===== config.mk =====
export PLATFORM = sky130hd
export DESIGN_NAME = l1_fill_ctrl
export DESIGN_NICKNAME = d
export VERILOG_FILES = /design/src/rtl/l1_fill_ctrl_pkg.sv /design/src/rtl/l1_fill_ctrl_rr_arbiter.sv /design/src/rtl/l1_fill_ctrl.sv
export SDC_FILE = /design/constraint.sdc
export NUM_CORES = 1
export LEC_CHECK = 0
export CAP_MARGIN = 15
export CELL_PAD_IN_SITES_DETAIL_PLACEMENT = 0
export CELL_PAD_IN_SITES_GLOBAL_PLACEMENT = 1
export CORE_MARGIN = 10
export CORE_UTILIZATION = 37
export CTS_CLUSTER_SIZE = 20
export DETAILED_ROUTE_END_ITERATION = 7
export PLACE_DENSITY = 0.9
export REMOVE_ABC_BUFFERS = 1
export SLEW_MARGIN = 20
export SYNTH_ARGS = -nofsm -noshare
export SYNTH_HDL_FRONTEND = slang
export SYNTH_SLANG_ARGS = --single-unit

===== constraint.sdc =====
create_clock -name clk_in -period 6.2 [get_ports clk_in]
set_input_delay 1.24 -clock clk_in [delete_from_list [all_inputs] [get_ports clk_in]]
set_output_delay 1.24 -clock clk_in [all_outputs]
set_load 0.02 [all_outputs]

===== src/rtl/l1_fill_ctrl_pkg.sv =====
// Shared types for the L1 block cache and its fill controller.
// CHUNK_WIDTH sets the coordinate width of BlockPos (signed, log2 of the chunk width).
`ifndef CHUNK_WIDTH
`define CHUNK_WIDTH 16
`endif

package l1_fill_ctrl_pkg;

    localparam int COORD_W = $clog2(`CHUNK_WIDTH);

    typedef logic signed [COORD_W-1:0] coord_t;

    typedef struct packed {
        coord_t x;
        coord_t y;
        coord_t z;
    } BlockPos;

    typedef logic [7:0] BlockType;

    localparam BlockType BLOCK_AIR = 8'h00;

    // Most-negative coordinate marks a reserved position; the cache uses it as its empty tag.
    localparam coord_t TAG_INVALID = {1'b1, {(COORD_W-1){1'b0}}};

    typedef enum logic [2:0] {IDLE, REQ, WAIT, FILL, DROP} FillState;

    function automatic logic is_reserved(input BlockPos p);
        return (p.x == TAG_INVALID) || (p.y == TAG_INVALID) || (p.z == TAG_INVALID);
    endfunction

endpackage


===== src/rtl/l1_fill_ctrl_rr_arbiter.sv =====
// Combinational round-robin arbiter: first request at or after ptr wins, wrapping.
// Outputs a one-hot grant and its index; both are zero when nothing requests.
module rr_arbiter #(
    parameter int N = 4,
    localparam int IW = (N > 1) ? $clog2(N) : 1
) (
    input  logic [N-1:0]  req,
    input  logic [IW-1:0] ptr,
    output logic [N-1:0]  grant,
    output logic [IW-1:0] grant_idx
);

    logic          found;
    logic [IW-1:0] idx;

    always_comb begin
        grant     = '0;
        grant_idx = '0;
        found     = 1'b0;
        idx       = '0;
        for (int k = 0; k < N; k++) begin
            idx = IW'((int'(ptr) + k) % N);
            if (!found && req[idx]) begin
                found      = 1'b1;
                grant[idx] = 1'b1;
                grant_idx  = idx;
            end
        end
    end

endmodule


===== src/rtl/l1_fill_ctrl.sv =====
// Miss-service controller for the multi-port L1 block cache: arbitrate, fetch, fill, ack.
// Define L1_FILL_STATS_EN to add the fill_count / stall_cycles statistics outputs.
module l1_fill_ctrl
    import l1_fill_ctrl_pkg::*;
#(
    parameter int PORTS      = 4,
    parameter int CACHE_SIZE = 16
) (
    input  logic                          clk_in,
    input  logic                          rst_in,
    input  logic [PORTS-1:0]              miss_req,
    input  BlockPos [PORTS-1:0]           miss_addr,
    output logic [PORTS-1:0]              miss_ack,
    output logic                          mem_req,
    output BlockPos                       mem_addr,
    input  logic                          mem_ready,
    input  logic                          mem_rvalid,
    input  BlockType                      mem_rdata,
    output logic                          fill_we,
    output logic [$clog2(CACHE_SIZE)-1:0] fill_idx,
    output BlockPos                       fill_tag,
    output BlockType                      fill_data,
    output logic                          busy
`ifdef L1_FILL_STATS_EN
    ,
    output logic [15:0]                   fill_count,
    output logic [15:0]                   stall_cycles
`endif
);

    localparam int PW = (PORTS > 1) ? $clog2(PORTS) : 1;
    localparam int VW = $clog2(CACHE_SIZE);

    FillState         state_reg, state_next;
    logic [PW-1:0]    grant_reg, grant_next;
    logic [PW-1:0]    rr_ptr_reg, rr_ptr_next;
    BlockPos          addr_reg, addr_next;
    logic [VW-1:0]    victim_reg, victim_next;
    logic [PORTS-1:0] miss_ack_reg, miss_ack_next;
    logic             mem_req_reg, mem_req_next;
    BlockPos          mem_addr_reg, mem_addr_next;
    logic             fill_we_reg, fill_we_next;
    logic [VW-1:0]    fill_idx_reg, fill_idx_next;
    BlockPos          fill_tag_reg, fill_tag_next;
    BlockType         fill_data_reg, fill_data_next;
    logic             busy_reg;

    logic [PORTS-1:0] arb_grant;
    logic [PW-1:0]    arb_idx;
    logic [PORTS-1:0] addr_match;
    logic [PORTS-1:0] grant_onehot;

    rr_arbiter #(.N(PORTS)) u_arb (
        .req       (miss_req),
        .ptr       (rr_ptr_reg),
        .grant     (arb_grant),
        .grant_idx (arb_idx)
    );

    // Every other port waiting on the same block is released by the one fill.
    for (genvar gi = 0; gi < PORTS; gi++) begin : g_match
        assign addr_match[gi] = miss_req[gi] && (miss_addr[gi] == addr_reg);
    end

    assign grant_onehot = PORTS'(1) << grant_reg;

    always_comb begin
        state_next     = state_reg;
        grant_next     = grant_reg;
        rr_ptr_next    = rr_ptr_reg;
        addr_next      = addr_reg;
        victim_next    = victim_reg;
        miss_ack_next  = '0;
        mem_req_next   = 1'b0;
        mem_addr_next  = mem_addr_reg;
        fill_we_next   = 1'b0;
        fill_idx_next  = fill_idx_reg;
        fill_tag_next  = fill_tag_reg;
        fill_data_next = fill_data_reg;
        case (state_reg)
            IDLE: begin
                if (|miss_req) begin
                    grant_next  = arb_idx;
                    addr_next   = miss_addr[arb_idx];
                    rr_ptr_next = (arb_idx == PW'(PORTS - 1)) ? '0 : arb_idx + PW'(1);
                    if (is_reserved(miss_addr[arb_idx])) begin
                        state_next    = DROP;
                        miss_ack_next = arb_grant;
                    end else begin
                        state_next    = REQ;
                        mem_req_next  = 1'b1;
                        mem_addr_next = miss_addr[arb_idx];
                    end
                end
            end
            REQ: begin
                if (mem_ready) state_next = WAIT;
                else           mem_req_next = 1'b1;
            end
            WAIT: begin
                // Outputs are registered, so the fill is staged on the rvalid edge.
                if (mem_rvalid) begin
                    state_next     = FILL;
                    fill_we_next   = 1'b1;
                    fill_idx_next  = victim_reg;
                    fill_tag_next  = addr_reg;
                    fill_data_next = mem_rdata;
                    miss_ack_next  = grant_onehot | addr_match;
                    victim_next    = (victim_reg == VW'(CACHE_SIZE - 1)) ? '0 : victim_reg + VW'(1);
                end
            end
            FILL:    state_next = IDLE;
            DROP:    state_next = IDLE;
            default: state_next = IDLE;
        endcase
    end

    always_ff @(posedge clk_in) begin
        if (rst_in) begin
            state_reg     <= IDLE;
            grant_reg     <= '0;
            rr_ptr_reg    <= '0;
            addr_reg      <= '0;
            victim_reg    <= '0;
            miss_ack_reg  <= '0;
            mem_req_reg   <= 1'b0;
            mem_addr_reg  <= '0;
            fill_we_reg   <= 1'b0;
            fill_idx_reg  <= '0;
            fill_tag_reg  <= '0;
            fill_data_reg <= BLOCK_AIR;
            busy_reg      <= 1'b0;
        end else begin
            state_reg     <= state_next;
            grant_reg     <= grant_next;
            rr_ptr_reg    <= rr_ptr_next;
            addr_reg      <= addr_next;
            victim_reg    <= victim_next;
            miss_ack_reg  <= miss_ack_next;
            mem_req_reg   <= mem_req_next;
            mem_addr_reg  <= mem_addr_next;
            fill_we_reg   <= fill_we_next;
            fill_idx_reg  <= fill_idx_next;
            fill_tag_reg  <= fill_tag_next;
            fill_data_reg <= fill_data_next;
            busy_reg      <= (state_next != IDLE);
        end
    end

    assign miss_ack  = miss_ack_reg;
    assign mem_req   = mem_req_reg;
    assign mem_addr  = mem_addr_reg;
    assign fill_we   = fill_we_reg;
    assign fill_idx  = fill_idx_reg;
    assign fill_tag  = fill_tag_reg;
    assign fill_data = fill_data_reg;
    assign busy      = busy_reg;

`ifdef L1_FILL_STATS_EN
    logic [15:0] fill_count_reg;
    logic [15:0] stall_cycles_reg;

    always_ff @(posedge clk_in) begin
        if (rst_in) begin
            fill_count_reg   <= '0;
            stall_cycles_reg <= '0;
        end else begin
            if (state_reg == FILL && fill_count_reg != 16'hFFFF)
                fill_count_reg <= fill_count_reg + 16'd1;
            if ((state_reg == REQ || state_reg == WAIT) && stall_cycles_reg != 16'hFFFF)
                stall_cycles_reg <= stall_cycles_reg + 16'd1;
        end
    end

    assign fill_count   = fill_count_reg;
    assign stall_cycles = stall_cycles_reg;
`endif

endmodule


==> results by group, run 1 <==
Detailed routing
  – DR pass1 iterations: 5
  – Met3 wire length: 1030 µm
  – Post-route DRC: 0
  – Avg WL per Cell: 19.6 µm
  – Number of vias per cell: 5.62
  – WL final: 15600 µm
  – Met2 routed WL: 7500 µm
  – Top routing layer used: met4
  – Vias: 4457
  – Initial drt markers: 419
  – Number of nets still failing antenna checks after routing: 0
  – Metal-1 WL: 6800 µm

CTS
  – # H-tree levels: 3
  – Clk_lat worst skew: 330 ps
  – Post-CTS sizing: 0
  – Max Root-Sink Buffers: 2
  – Clk root buf: clkbuf_16
  – CTS Sinks: 66
  – TritonCTS clock tree: done
  – Post-CTS setup buffers: 0
  – Worst-path clk slew: 50 ps
  – CTS Hold Bufs: 0
  – Num CTS Buffers: 9

Synth
  – Cell variety after synth: 67
  – Synthesized area: 4550 µm²
  – Synth Warn #: 0
  – Proportion of netlist area held by the largest area contributor: 29.0%
  – #FFs+latches synth: 66
  – Sequential share of the synthesized area: 29.0%
  – Asr flop ratio synth: 0%
  – Top cells by area, synth: dfxtp_1, nand2_1, mux2i_1
  – Cells after Synth: 565
  – Synth top cells by count: nand2_1, dfxtp_1, nor2_1
  – Ys flop type: dfxtp_1
  – Syn Area/Cell: 8.06 µm²
  – Top-count cell post-synth: nand2_1
  – Number of synthesized flops with an enable pin: 0
  – Synth area leader: dfxtp_1

Floorplan
  – DIE WIDTH: 131 µm
  – Initial Utilization: 37.9%
  – Core Area: 12000 µm²
  – Die area: 17100 µm²
  – Rows: 40
  – IO Count: 107
  – Die height: 131 µm

Layout
  – Antenna Cells: 0
  – Layout cell share with drive strength beyond 1: 9.13%
  – Area delta synth->final: 31.6%
  – Final Util: 49.9%
  – Non-filler cells, final: 793
  – Post-layout net count: 713

Place
  – Port bufs: 106
  – Dpl cells: 777
  – Worst slack, placed: 763 ps
  – Gpl congestion: 0.935
  – DP Wirelength: 12000 µm

Global route
  – Largest net degree at the start of global routing: 71
  – Initial antenna violation count: 0
  – Grt ovf: 0
  – First-pass GRT wire length: 24600 µm
  – Gr usage total: 18.1%
  – Vias in the first global route: 4519

STA
  – Max-slew violations: 0
  – Final Setup Violations: 0
  – RSZ-0062 raised after global routing: false
  – Tmin final: 5160 ps
  – Skew final: 6.74 ps
  – Slew margin rel.: 28.1%
  – Hold slack: 451 ps
  – TNS Setup: 0 ps
  – Worst Setup Slack, final: 1040 ps
  – Fin. Hold Viols: 0
  – Fin crit share: 83.2%
  – Actual slew at the worst max-slew pin: 1080 ps
  – Max Freq: 0.194 GHz

Critical path
  – RR Endpoint: mem_addr[1]$_SDFFE_PP0P_
  – WP buf/inv: 1
  – WS Path Type: in2reg
  – Largest delay share family, worst path: simple AND/OR/NAND/NOR gates
  – Flop-to-flop setup slack: 1370 ps
  – Crit end category: register
  – Largest stage delay, worst path: 750 ps
  – Crit-path slowest cell: mux4_2
  – Crit-path cells: clkdlybuf4s50_1 -> mux4_2 -> nor4_2 -> or2_1 -> a2111oi_0 -> o22a_1 -> a211oi_2 -> nand2_2 -> mux2_2
  – R2R depth: 12
  – CP required: 6410 ps
  – RR Startpoint: rr_ptr_reg[1]$_SDFFE_PP0P_
  – CP startpoint kind: primary input
  – Crit path arrival time: 5370 ps
  – Worst Path Max Fanout: 17

Hold path
  – Min-delay worst type: reg2reg
  – Hold depth: 2
  – Hold Crit Start: fill_tag[9]$_SDFFE_PP0P_
  – Min-Delay Endpoint: fill_tag[9]$_SDFFE_PP0P_

Pwr
  – Pleak: 2.23 nW
  – Pwr per Cell Area: 472 nW/µm²
  – Maximum vdd ir drop: 0.000161 V

Flow run
  – # Max-Cap Violations: 0

Status
  – Status: completed
==> through the flow <==
stage | total power (W) | area (µm²)
final | 0.00283 | 5990
after global routing | 0.00302 | 5990
after CTS | 0.00283 | 5990
after detailed placement | 0.00223 | 5650
after global placement | 0.00221 | 5650
after floorplan | 0.00171 | 4330
==> area by class of cell <==
| cell class | instances | area [µm²] |
|---|---|---|
| fillers | 1175 | 6020 |
| multi-input cells | 439 | 2980 |
| flip-flops and latches | 66 | 1320 |
| repair buffers | 115 | 1120 |
| clock buffers | 10 | 229 |
| well taps | 147 | 184 |
| clock inverters | 6 | 115 |
| inverters | 10 | 37.5 |
==> worst max path at each step <==
stage	from	endpoint	slack, ps	cells after the start
6_report	miss_req[3]	mem_addr[1]$_SDFFE_PP0P_	1040	9
5_1_grt	miss_req[3]	mem_addr[1]$_SDFFE_PP0P_	810	9
4_1_cts	miss_req[3]	mem_addr[1]$_SDFFE_PP0P_	1080	9
3_5_place_dp	miss_req[3]	mem_addr[1]$_SDFFE_PP0P_	760	9
3_3_place_gp	miss_req[3]	mem_addr[2]$_SDFFE_PP0P_	910	9
2_1_floorplan	rr_ptr_reg[0]$_SDFFE_PP0P_	mem_addr[0]$_SDFFE_PP0P_	390	11
==> logic make-up after synthesis <==
family,count (synthesis),share of synthesized area (%)
XOR/XNOR,49,9.43
adder cells (fa/ha/maj),8,2.20
buffers and inverters,60,5.66
flip-flops,66,29.0
AO/OA/AOI/OAI,131,20.3
multiplexers,50,12.7
AND/OR/NAND/NOR,201,20.7
==> tightest hold or removal path: stages (launching register included) <==
cell and delay [ps]:
dfxtp_1 300, nand2_1 50, a21oi_1 50
==> metal layers <==
layer / vias up / global-route usage (%)
met5: - / 0
met4: 0 / 4.51
met3: 17 / 3.79
met2: 158 / 30.6
met1: 2111 / 22.9
li1: 2171 / -
==> cells in the final DEF (no fill, tap or decap), types with 3 or more instances in the layout <==
master           synthesis  final
a22oi_1                 12     12
nand3_1                  6      6
o211ai_1                 4      4
ha_1                     8      8
a2111oi_0                3      3
a311oi_2                 4      4
nor3_1                  20     20
a211oi_1                14     14
clkbuf_16                0      9
bufinv_16                0      3
nor2b_1                 16     16
mux2_2                  18     18
nand2_1                 77     77
clkdlybuf4s50_1          0    105
nor2_1                  47     47
mux2i_1                 27     27
buf_4                    2      9
a21o_1                   3      3
o21ai_0                  9      9
xnor2_1                 23     23
o22ai_1                  4      4
nor4_1                  11     10
inv_1                    9      9
o2111a_1                 3      3
or4_1                    3      3
dfxtp_1                 66     66
xor2_1                  26     26
a21oi_1                 45     45
and2_1                   3      3
nand4_1                  4      4
a41oi_1                  3      3
==> power breakdown <==
part | leakage (nW) | internal [W] | switching (W) | total [W]
logic | 1.53 | 0.000678 | 0.000926 | 0.00160
registers | 0.539 | 0.000518 | 0.000123 | 0.000641
clock network | 0.163 | 0.000394 | 0.000191 | 0.000585
total | 2.23 | 0.00159 | 0.00124 | 0.00283
No activity file was read; power rests on OpenSTA's default activity.
==> run 2, diff against run 1 <==
--- a/config.mk
+++ b/config.mk
@@ -9,10 +9,10 @@
 export CELL_PAD_IN_SITES_DETAIL_PLACEMENT = 0
 export CELL_PAD_IN_SITES_GLOBAL_PLACEMENT = 1
 export CORE_MARGIN = 10
-export CORE_UTILIZATION = 37
+export CORE_UTILIZATION = 33
 export CTS_CLUSTER_SIZE = 20
 export DETAILED_ROUTE_END_ITERATION = 7
-export PLACE_DENSITY = 0.9
+export PLACE_DENSITY = 0.85
 export REMOVE_ABC_BUFFERS = 1
 export SLEW_MARGIN = 20
 export SYNTH_ARGS = -nofsm -noshare
==> constraint.sdc (replaced) <==
create_clock -name clk_in -period 4.17 [get_ports clk_in]
set_input_delay 0.834 -clock clk_in [delete_from_list [all_inputs] [get_ports clk_in]]
set_output_delay 0.834 -clock clk_in [all_outputs]
set_load 0.02 [all_outputs]
==> run 2 against run 1 <==
  * Via count up 3.8%
  * Die area up 10%
  * Final cell count up 9.8%
  * Sequential power up 48%
==> results by group, run 2 (synthesis gave the netlist of run 1 again) <==
STA
  – Final Setup Violations: 0 (unchanged)
  – Max-slew violations: 0 (unchanged)
  – Skew final: 7.14 ps (+0.394 ps)
  – RSZ-0062 raised after global routing: false
  – Hold slack: 451 ps (-0.799 ps)
  – Fin crit share: 95.0%
  – Actual slew at the worst max-slew pin: 749 ps (-327 ps)
  – Tmin final: 3960 ps
  – Slew margin rel.: 49.6% (+22 points)
  – Fin. Hold Viols: 0 (unchanged)
  – Max Freq: 0.252 GHz
  – TNS Setup: 0 ps (unchanged)
  – Worst Setup Slack, final: 208 ps (-835 ps)

CTS
  – CTS Hold Bufs: 0 (unchanged)
  – # H-tree levels: 3 (unchanged)
  – Post-CTS sizing: 0 (unchanged)
  – CTS Sinks: 66 (unchanged)
  – Worst-path clk slew: 50 ps (about the same)
  – Max Root-Sink Buffers: 2 (unchanged)
  – Num CTS Buffers: 9 (unchanged)
  – Clk root buf: clkbuf_16
  – Post-CTS setup buffers: 0 (unchanged)
  – TritonCTS clock tree: done
  – Clk_lat worst skew: 330 ps (about the same)

Global route
  – Vias in the first global route: 4772 (+5.6%)
  – Largest net degree at the start of global routing: 43 (-39%)
  – Grt ovf: 0 (unchanged)
  – Initial antenna violation count: 0 (unchanged)
  – First-pass GRT wire length: 25800 µm (+4.9%)
  – Gr usage total: 17.3% (-0.77 points)

Floorplan
  – Die area: 18900 µm² (+10%)
  – IO Count: 107 (unchanged)
  – DIE WIDTH: 137 µm (+5.0%)
  – Core Area: 13400 µm² (+12%)
  – Initial Utilization: 34.0% (-3.9 points)
  – Rows: 42 (+5.0%)
  – Die height: 137 µm (+5.0%)

Detailed routing
  – Number of nets still failing antenna checks after routing: 0 (unchanged)
  – DR pass1 iterations: 5 (unchanged)
  – Post-route DRC: 0 (unchanged)
  – Number of vias per cell: 5.31 (-5.5%)
  – Avg WL per Cell: 18.9 µm (-3.7%)
  – Vias: 4627 (+3.8%)
  – WL final: 16500 µm (+5.8%)
  – Initial drt markers: 327 (-22%)

Flow run
  – # Max-Cap Violations: 0 (unchanged)

Status
  – Status: completed

Critical path
  – CP required: 4380 ps (-2030 ps)
  – Largest stage delay, worst path: 490 ps (-260 ps)
  – Crit-path slowest cell: a2111oi_0
  – Crit end category: register
  – Worst Path Max Fanout: 9 (-8)
  – WS Path Type: in2reg
  – Crit-path cells: clkdlybuf4s50_1 -> buf_4 -> buf_4 -> mux2i_1 -> mux2i_1 -> a21o_1 -> mux2i_1 -> a2111oi_0 -> buf_4 -> o22a_1 -> a211oi_2 -> nand2_2 -> mux2_2
  – CP startpoint kind: primary input
  – Crit path arrival time: 4180 ps (-1190 ps)

Place
  – Dpl cells: 855 (+10%)
  – Worst slack, placed: -111 ps (-874 ps)
  – Port bufs: 106 (unchanged)
  – Gpl congestion: 0.917 (-1.9%)
  – DP Wirelength: 13200 µm (+10%)

Hold path
  – Min-delay worst type: reg2reg

Layout
  – Most frequent cells in the layout: clkdlybuf4s50_1, nand2_1, dfxtp_1, buf_4, nor2_1
  – Antenna Cells: 0 (unchanged)
  – Area delta synth->final: 39.4%
  – Non-filler cells, final: 871 (+9.8%)
  – Layout cell share with drive strength beyond 1: 15.4% (+6.3 points)
  – Commonest non-fill, non-tap cell in the layout: clkdlybuf4s50_1
  – Fillers: 1329 (+13%)
  – Post-layout net count: 762 (+6.9%)

Pwr
  – Pwr per Cell Area: 691 nW/µm² (+46%)
  – Maximum vdd ir drop: 0.000281 V (+75%)
  – Pleak: 2.44 nW (+9.5%)
[run 2: cell types whose count changed in the layout (fill, tap and decap cells not counted), sizes merged]
cell    previous run  this run
bufinv             3         0
clkinv             3         1
buf               10        59
clkbuf            10        15
[run 2: routing by layer]
metal / part of all wire [%] / wire (µm) / vias up / global-route usage [%]
met1: 43 / 7040 / 2215 / 20.8
li1: - / - / 2269 / -
met4: 2.5 / 417 / 0 / 6.09
met5: 0 / 0 / - / 0
met2: 49 / 8000 / 118 / 29.0
met3: 6.2 / 1010 / 25 / 4.77
[run 2: metrics by stage]
step | power, W | area, µm² | util [%]
3_3_place_gp | 0.00361 | 6050 | 45.1
6_report | 0.00439 | 6350 | 47.4
3_5_place_dp | 0.00366 | 6060 | 45.2
4_1_cts | 0.00440 | 6340 | 47.3
2_1_floorplan | 0.00254 | 4330 | -
5_1_grt | 0.00470 | 6350 | 47.4
[run 2: path summary, 6_finish.rpt]
kind | end | slack (ps) | cells past startpoint | startpoint
setup / recovery | mem_addr[2]$_SDFFE_PP0P_ | 210 | 13 | miss_req[3]
hold / removal | fill_data[2]$_SDFFE_PP0P_ | 450 | 2 | fill_data[2]$_SDFFE_PP0P_
setup reg to reg | mem_addr[2]$_SDFFE_PP0P_ | 350 | 13 | rr_ptr_reg[1]$_SDFFE_PP0P_
hold reg to reg | fill_data[2]$_SDFFE_PP0P_ | 450 | 2 | fill_data[2]$_SDFFE_PP0P_
[run 2: area by class of cell]
| class | count | area [µm²] | share of cell area (%) |
|---|---|---|---|
| sequential | 66 | 1320 | 20.8 |
| clock inverter | 1 | 7.51 | 0.118 |
| tap | 176 | 220 | 3.47 |
| clock buffer | 15 | 278 | 4.38 |
| timing repair buffer | 164 | 1490 | 23.5 |
| multi-input combinational | 439 | 2990 | 47.1 |
| inverter | 10 | 37.5 | 0.591 |
[run 2: report_power, final]
group	total (W)	internal, W	switching, W
Combinational	0.00272	0.00127	0.00146
Sequential	0.000947	0.000771	0.000177
Clock	0.000714	0.000451	0.000263
[run 2: critical path: cells and delay by family]
family	cells	cell delay [ps]
and+or+nand+nor	1	240
AOI/OAI and AO/OA	4	1110
muxes	4	960
buffers and inverters	4	1020
